===== config.mk =====
export PLATFORM = sky130hd
export DESIGN_NAME = register_bank
export DESIGN_NICKNAME = d
export VERILOG_FILES = /design/src/rtl/register_bank.sv
export SDC_FILE = /design/constraint.sdc
export NUM_CORES = 1
export LEC_CHECK = 0
export CAP_MARGIN = 20
export CORE_UTILIZATION = 30
export CTS_CLUSTER_DIAMETER = 30
export DETAILED_ROUTE_END_ITERATION = 6
export PLACE_DENSITY_LB_ADDON = 0.3
export SKIP_LAST_GASP = 1
export SYNTH_ARGS = -nofsm -noshare
export SYNTH_HDL_FRONTEND = slang
export SYNTH_SLANG_ARGS = --single-unit
export TNS_END_PERCENT = 30

===== constraint.sdc =====
create_clock -name clk -period 7.5 [get_ports clk]
set_input_delay 1.125 -clock clk [delete_from_list [all_inputs] [get_ports clk]]
set_output_delay 1.125 -clock clk [all_outputs]
set_load 0.05 [all_outputs]

===== src/rtl/register_bank.sv =====
// register_bank
//   DEPTH registers of WIDTH bits with one write port and two combinational
//   read ports. Each accepted write loads, increments, decrements or clears
//   the addressed register and updates registered zero/carry flags. A write
//   aimed at an address >= DEPTH changes nothing except a sticky error flag.
//
// Ports
//   clk      in   system clock, rising edge
//   nClr     in   asynchronous active-low reset
//   nLw      in   active-low write strobe
//   op       in   00 load, 01 increment, 10 decrement, 11 clear
//   waddr    in   write address
//   in       in   load data (op = 00 only)
//   raddr_a  in   read address, port A
//   out_a    out  reg[raddr_a], 0 when raddr_a >= DEPTH
//   raddr_b  in   read address, port B
//   out_b    out  reg[raddr_b], 0 when raddr_b >= DEPTH
//   zf       out  new value of the last accepted write was zero
//   cf       out  carry/borrow of the last accepted write
//   aerr     out  sticky: some write targeted waddr >= DEPTH
module register_bank #(
    parameter int WIDTH  = 8,
    parameter int DEPTH  = 4,
    parameter int ADDR_W = 2
) (
    input  logic              clk,
    input  logic              nClr,
    input  logic              nLw,
    input  logic [1:0]        op,
    input  logic [ADDR_W-1:0] waddr,
    input  logic [WIDTH-1:0]  in,
    input  logic [ADDR_W-1:0] raddr_a,
    output logic [WIDTH-1:0]  out_a,
    input  logic [ADDR_W-1:0] raddr_b,
    output logic [WIDTH-1:0]  out_b,
    output logic              zf,
    output logic              cf,
    output logic              aerr
);

    generate
        if (DEPTH < 2 || DEPTH > 16 || (2 ** ADDR_W) < DEPTH) begin : g_bad_params
            $fatal(1, "register_bank: DEPTH must be 2..16 and fit in ADDR_W bits");
        end
    endgenerate

    localparam logic [1:0] OP_LOAD = 2'b00;
    localparam logic [1:0] OP_INC  = 2'b01;
    localparam logic [1:0] OP_DEC  = 2'b10;
    localparam logic [1:0] OP_CLR  = 2'b11;

    logic [WIDTH-1:0] regs_q [DEPTH];
    logic [WIDTH-1:0] regs_d [DEPTH];
    logic             zf_q, zf_d;
    logic             cf_q, cf_d;
    logic             aerr_q, aerr_d;

    logic [WIDTH-1:0] rd_a_s;
    logic [WIDTH-1:0] rd_b_s;
    logic [WIDTH-1:0] cur_s;
    logic [WIDTH-1:0] new_s;
    logic [WIDTH:0]   inc_s;
    logic [WIDTH:0]   dec_s;
    logic             in_range_s;

    // Read muxes: addresses with no matching register fall through to zero.
    always_comb begin
        rd_a_s = '0;
        rd_b_s = '0;
        cur_s  = '0;
        for (int i = 0; i < DEPTH; i++) begin
            rd_a_s = (raddr_a == ADDR_W'(i)) ? regs_q[i] : rd_a_s;
            rd_b_s = (raddr_b == ADDR_W'(i)) ? regs_q[i] : rd_b_s;
            cur_s  = (waddr   == ADDR_W'(i)) ? regs_q[i] : cur_s;
        end
    end

    // The extra top bit of each result is the carry out / borrow out.
    assign inc_s      = {1'b0, cur_s} + {{WIDTH{1'b0}}, 1'b1};
    assign dec_s      = {1'b0, cur_s} - {{WIDTH{1'b0}}, 1'b1};
    assign in_range_s = ({1'b0, waddr} < DEPTH[ADDR_W:0]);

    // Next-state: one write per cycle, computed from pre-edge register values.
    always_comb begin
        regs_d = regs_q;
        zf_d   = zf_q;
        cf_d   = cf_q;
        aerr_d = aerr_q;
        new_s  = cur_s;
        if (!nLw && in_range_s) begin
            case (op)
                OP_LOAD: begin new_s = in;                cf_d = 1'b0;         end
                OP_INC:  begin new_s = inc_s[WIDTH-1:0];  cf_d = inc_s[WIDTH]; end
                OP_DEC:  begin new_s = dec_s[WIDTH-1:0];  cf_d = dec_s[WIDTH]; end
                OP_CLR:  begin new_s = '0;                cf_d = 1'b0;         end
                default: begin new_s = cur_s;             cf_d = cf_q;         end
            endcase
            zf_d = (new_s == '0);
            for (int i = 0; i < DEPTH; i++) begin
                regs_d[i] = (waddr == ADDR_W'(i)) ? new_s : regs_q[i];
            end
        end else if (!nLw) begin
            aerr_d = 1'b1;
        end else begin
            aerr_d = aerr_q;
        end
    end

    // State registers; reset clears the bank and reports a zero result.
    always_ff @(posedge clk or negedge nClr) begin
        if (!nClr) begin
            for (int i = 0; i < DEPTH; i++) begin
                regs_q[i] <= '0;
            end
            zf_q   <= 1'b1;
            cf_q   <= 1'b0;
            aerr_q <= 1'b0;
        end else begin
            regs_q <= regs_d;
            zf_q   <= zf_d;
            cf_q   <= cf_d;
            aerr_q <= aerr_d;
        end
    end

    assign out_a = rd_a_s;
    assign out_b = rd_b_s;
    assign zf    = zf_q;
    assign cf    = cf_q;
    assign aerr  = aerr_q;

endmodule


# == Word level (Yosys, flattened, before mapping) ==
# Index checks and enable logic that the tools add are counted.
# classes
addsub,2
eq_ne,12
muxes,15
n_bitwise,1
reduce_logical,10
# ops
op,count
2-to-1 mux 8 bit,13
case mux 8 bit (4 select lines),1
"equality test 2 bit, second input constant",8
"adder 8 x 1 -> 9 bit, second input constant",1
"subtractor 8 x 1 -> 9 bit, second input constant",1
"equality test 2 x 1 -> 1 bit, second input constant",4
zero test 2 bit,4
zero test 8 bit,1
AND reduction 2 bit,4
case mux 1 bit (3 select lines),1
OR reduction 2 bit,1
NOT 1 bit,1
# word_totals
ff_bits,34
inputBits,19
output_inout_bits,19
wordCells,46

# == Logic depth before layout (Yosys ltp) ==
# depth
ltp_word,9
depth_mapped,10
ltp_nobuf,9

# == Worst setup path after synthesis ==
# OpenSTA, ideal clock, no wires.
# synth_path
kind,input to register
from,input port waddr[1]
to,register zf_q (netlist: zf)
setup_ps,79
arrival_time_ps,3388
t_required_ps,7421
path_slack_ps,4033
path_stages,10
path_buffers,1
path_cell_list,buf_1 mux4_2 inv_1 ha_1 inv_1 or4_1 a311oi_1 a21oi_1 and4_1 a41o_1
# synth_via
elab_chain_cells,9
word_cells_on_any_way,13
cone_classes,add/sub (2); eq/ne (3); mux (6); reduce/logical (2)
# synth_rtl
item,line_no,text
from (decl),30,"input logic [ADDR_W-1:0] waddr,"
zero test 2 bit,74,cur_s = (waddr == ADDR_W'(i)) ? regs_q[i] : cur_s;
2-to-1 mux 8 bit (3 in series),74,
2-to-1 mux 8 bit (*),74,
subtractor 8 x 1 -> 9 bit or adder 8 x 1 -> 9 bit (tied branches),"80, 79",
case mux 8 bit (4 select lines) (*),91,case (op)
2-to-1 mux 8 bit (*),90,if (!nLw && in_range_s) begin
zero test 8 bit (*),98,zf_d = (new_s == '0);
to (signal assigned),120,zf_q <= zf_d;
to (decl),54,"logic zf_q, zf_d;"
# Mark *: on every way between the ends. The rest lies on a longest branch, timed or not. The select of a mux whose other input is x is not followed.
# A chain may end at the register's enable or synchronous reset.

# == Worst setup path after layout ==
# layout_path
from,input port raddr_a[0]
to,output port out_a[7]
# layout_via
elab_chain_cells,5
word_cells_on_any_way,8
cone_classes,eq/ne (3); mux (4); reduce/logical (1)
# layout_rtl
item,line_no,text
from (decl),32,"input logic [ADDR_W-1:0] raddr_a,"
zero test 2 bit,72,rd_a_s = (raddr_a == ADDR_W'(i)) ? regs_q[i] : rd_a_s;
2-to-1 mux 8 bit (3 in series),72,
2-to-1 mux 8 bit (*),72,
to (decl),33,"output logic [WIDTH-1:0] out_a,"
# Mark *: on every way between the ends. The rest lies on a longest branch, timed or not.

==> impl_results.md <==
- Status: complete, no violations
- Final HPWL from detailed placement: between 4000 and 5000 um
- Die ar.: 7866 um^2
- Post-synth net total: 234
- CP peak stage delay: 890 ps
- CTS max path bufs: 2
- Worst Slack Setup Final: between 3000 and 4000 ps
- Flop-to-flop setup slack: 4560 ps
- Fraction of layout cells with a size suffix above 1: 0.1545
- Fin crit share: 0.5955
- Fmax: about 220 MHz
- Antenna diodes: 0
- Starting density of the core: 0.3109
- Worst Path Arrival: 3340 ps
- Endpoint, Worst Hold: cf
- Slew Limit Headroom: 0.3315
- Placed insts: 337
- Via density per instance: 5.151
- Tot GR Track Use: 0.1576
- Final Util: 0.3850
- Sum of negative setup slack: 0 ps
- Design Power: 0.8157 mW
- Fin cells: 345
- Worst-path clk slew: 70 ps
- RSZ-0062 raised after global routing: no
- Count of state elements after synthesis: 34
- DRT Wirelength: just under 6000 um
- CP Capture Type: output pin
- Yosys warnings: 0
- H-tree depth: 2
- Largest net degree at the start of global routing: 35
- Hold_sp: cf
- Worst Tran Pin Value: between 1000 and 1500 ps
- Mapped cell area: between 2000 and 2500 um^2
- Postcts setup bufs: 0
- CP Class: primary input to output pin
- Drt wl/cell: 16.70 um
- Reg2reg end: zf
- Die W: 88.69 um
- Number of CTS-inserted buffers: 5
- # clock sinks: 34
- Final instance area: 2793 um^2
- # resized after CTS: 0
- Slew Limit Fails: 0
- Routed Antenna Nets: 0
- Clock skew: 5.296 ps
- Launching point of the worst reg2reg path: regs_q[24]
- Cell repeated most along the worst path: clkdlybuf4s50_1
- Count of max-cap constraint violations: 0
- CP cell instances: clkdlybuf4s50_1, mux4_2, clkdlybuf4s50_1
- Fin. Hold Viols: 0
- Area delta synth->final: 23.86%
- Hold Crit Depth: 2
- Sequential share of the synthesized area: 0.3779
- Rows: 31
- Cts hold-fix bufs: 0
- Pre-CTS setup slack: 2772 ps
- Via count: 1777
- # IOs: 38
- IO buf count: 36
- Worst hold slack: 520.9 ps
- Async set or reset register ratio after synthesis: 1.000
- Global-route wire length before repair: ~9000 um
- Dominant synthesized flop cell: dfrtp_1
- Slowest cell on the critical path: clkdlybuf4s50_1
- Placer Congestion: 0.8046
- CTS tree: done
- CORE AREA: 7253 um^2
- Startpoint Class: primary input
- 1st-pass router iterations: 4
- Post-place instance area: 2701 um^2
- Critical path fanouts, max: 8
- # setup viols final: 0
- DRC: 0
- Clock Latency Late Sink: 280 ps
- Critical path buffers and inverters: 2
- Leak Pwr: 1.068 nW
- CTS root buf: clkbuf_8
- Final nets: between 200 and 300
- GRT overflow: 0
- FF-to-FF path depth: 9
- Fillers: 720
- Syn Inst Count: 213
- Die H: 88.69 um
- EDFF count, synth: 0
- Critical path required time: 6380 ps
- Initial antenna violation count: 0
- Worst Hold Class: flip-flop to flip-flop
- PwrDens: 292.1 nW/um^2
- Synthesized area per cell: 10.59 um^2
- Iter 0 DRT Violations: 123
- Tmin final: 4466 ps
- Critical path's top delay family: buffers and inverters
- Vias in the first global route: 1716
- Worst vdd ir: 0.0001506 V
- Unique masters post-synth: 42
[flip-flops by register name, indices dropped and copies added, names as in the netlist]
name    cells
regs_q     32
cf          1
zf          1
[layer usage]
| layer | GRT usage | wire (um) |
|---|---|---|
| met5 | 0 | 0 |
| met2 | 0.2566 | 2660 |
| met4 | 0.03226 | 47 |
| met1 | 0.2165 | 2700 |
| met3 | 0.03545 | 355 |
[worst max-delay path by stage]
stage | start | to | slack [ps] | cells past startpoint
2_1_floorplan | waddr[1] | zf | 4030 | 10
3_3_place_gp | waddr[0] | zf | 2720 | 10
3_5_place_dp | waddr[0] | zf | 2770 | 10
4_1_cts | raddr_b[0] | out_b[7] | 3010 | 3
5_1_grt | waddr[0] | zf | 2850 | 10
6_report | raddr_a[0] | out_a[7] | 3030 | 3
[cell usage in the layout (no fill, tap or decap), types with 4 or more instances in the layout]
master	n
xnor2_1	4
o21ai_0	8
nand3_1	4
nor3_1	5
clkbuf_8	6
nor2_1	31
clkdlybuf4s50_1	36
nor3b_1	4
inv_1	8
buf_4	4
a21oi_1	25
dfrtp_1	33
nand2_1	11
mux2i_1	4
mux4_2	23
[Yosys cell counts, types with 2 or more instances]
library cell  instances  area [um^2]
a211oi_1              2        15.01
and4_1                2        17.52
nor3b_1               4        30.03
a21oi_1              25        125.1
buf_1                 4        15.01
nor3_1                5        25.02
o32a_1                2        20.02
inv_1                 8        30.03
nand3_1               4        20.02
and3_1                2        12.51
o21ai_0               8        40.04
mux4_2               23        518.0
xor2_1                3        26.28
xnor2_1               4        35.03
nor2_1               31        116.4
clkbuf_1              9        33.78
or4_1                 2        15.01
o21ai_1               3        15.01
ha_1                  2        25.02
dfrtp_1              33        825.8
mux2i_1               4        40.04
o31ai_1               3        22.52
nand2_1              11        41.29
[report_power, final]
group          internal, mW  total, mW  switching (mW)  leakage, nW
Sequential            0.229      0.270          0.0410        0.397
Clock                0.0741      0.143          0.0684       0.0482
Combinational         0.169      0.403           0.234        0.623
[cell type report]
type                            instances  area [um^2]  area share
Sequential cell                        34        852.1      0.3051
Clock inverter                          1        5.005    0.001792
Inverter                                8        30.03     0.01075
Timing Repair Buffer                   40        390.4      0.1398
Clock buffer                            7        86.33     0.03091
Tap cell                               99        123.9     0.04435
Multi-Input combinational cell        156         1305      0.4673
[worst reg2reg max path: stages (launching register included)]
cell and delay, ps:
dfrtp_1 410, mux4_2 590, inv_1 120, ha_1 190, inv_1 100, or4_1 520
a311oi_1 310, a21oi_1 190, and4_1 220, a41o_1 230
[logic make-up after synthesis]
logic type                 synth area share
buffers and inverters               0.04328
xor gates and xnor gates            0.02719
AOI/OAI and AO/OA                    0.1299
adders and majority gates           0.01110
other                              0.001663
and+or+nand+nor                      0.1498
DFF                                  0.3779
muxes                                0.2592
Power figures use the tool's default switching activity.
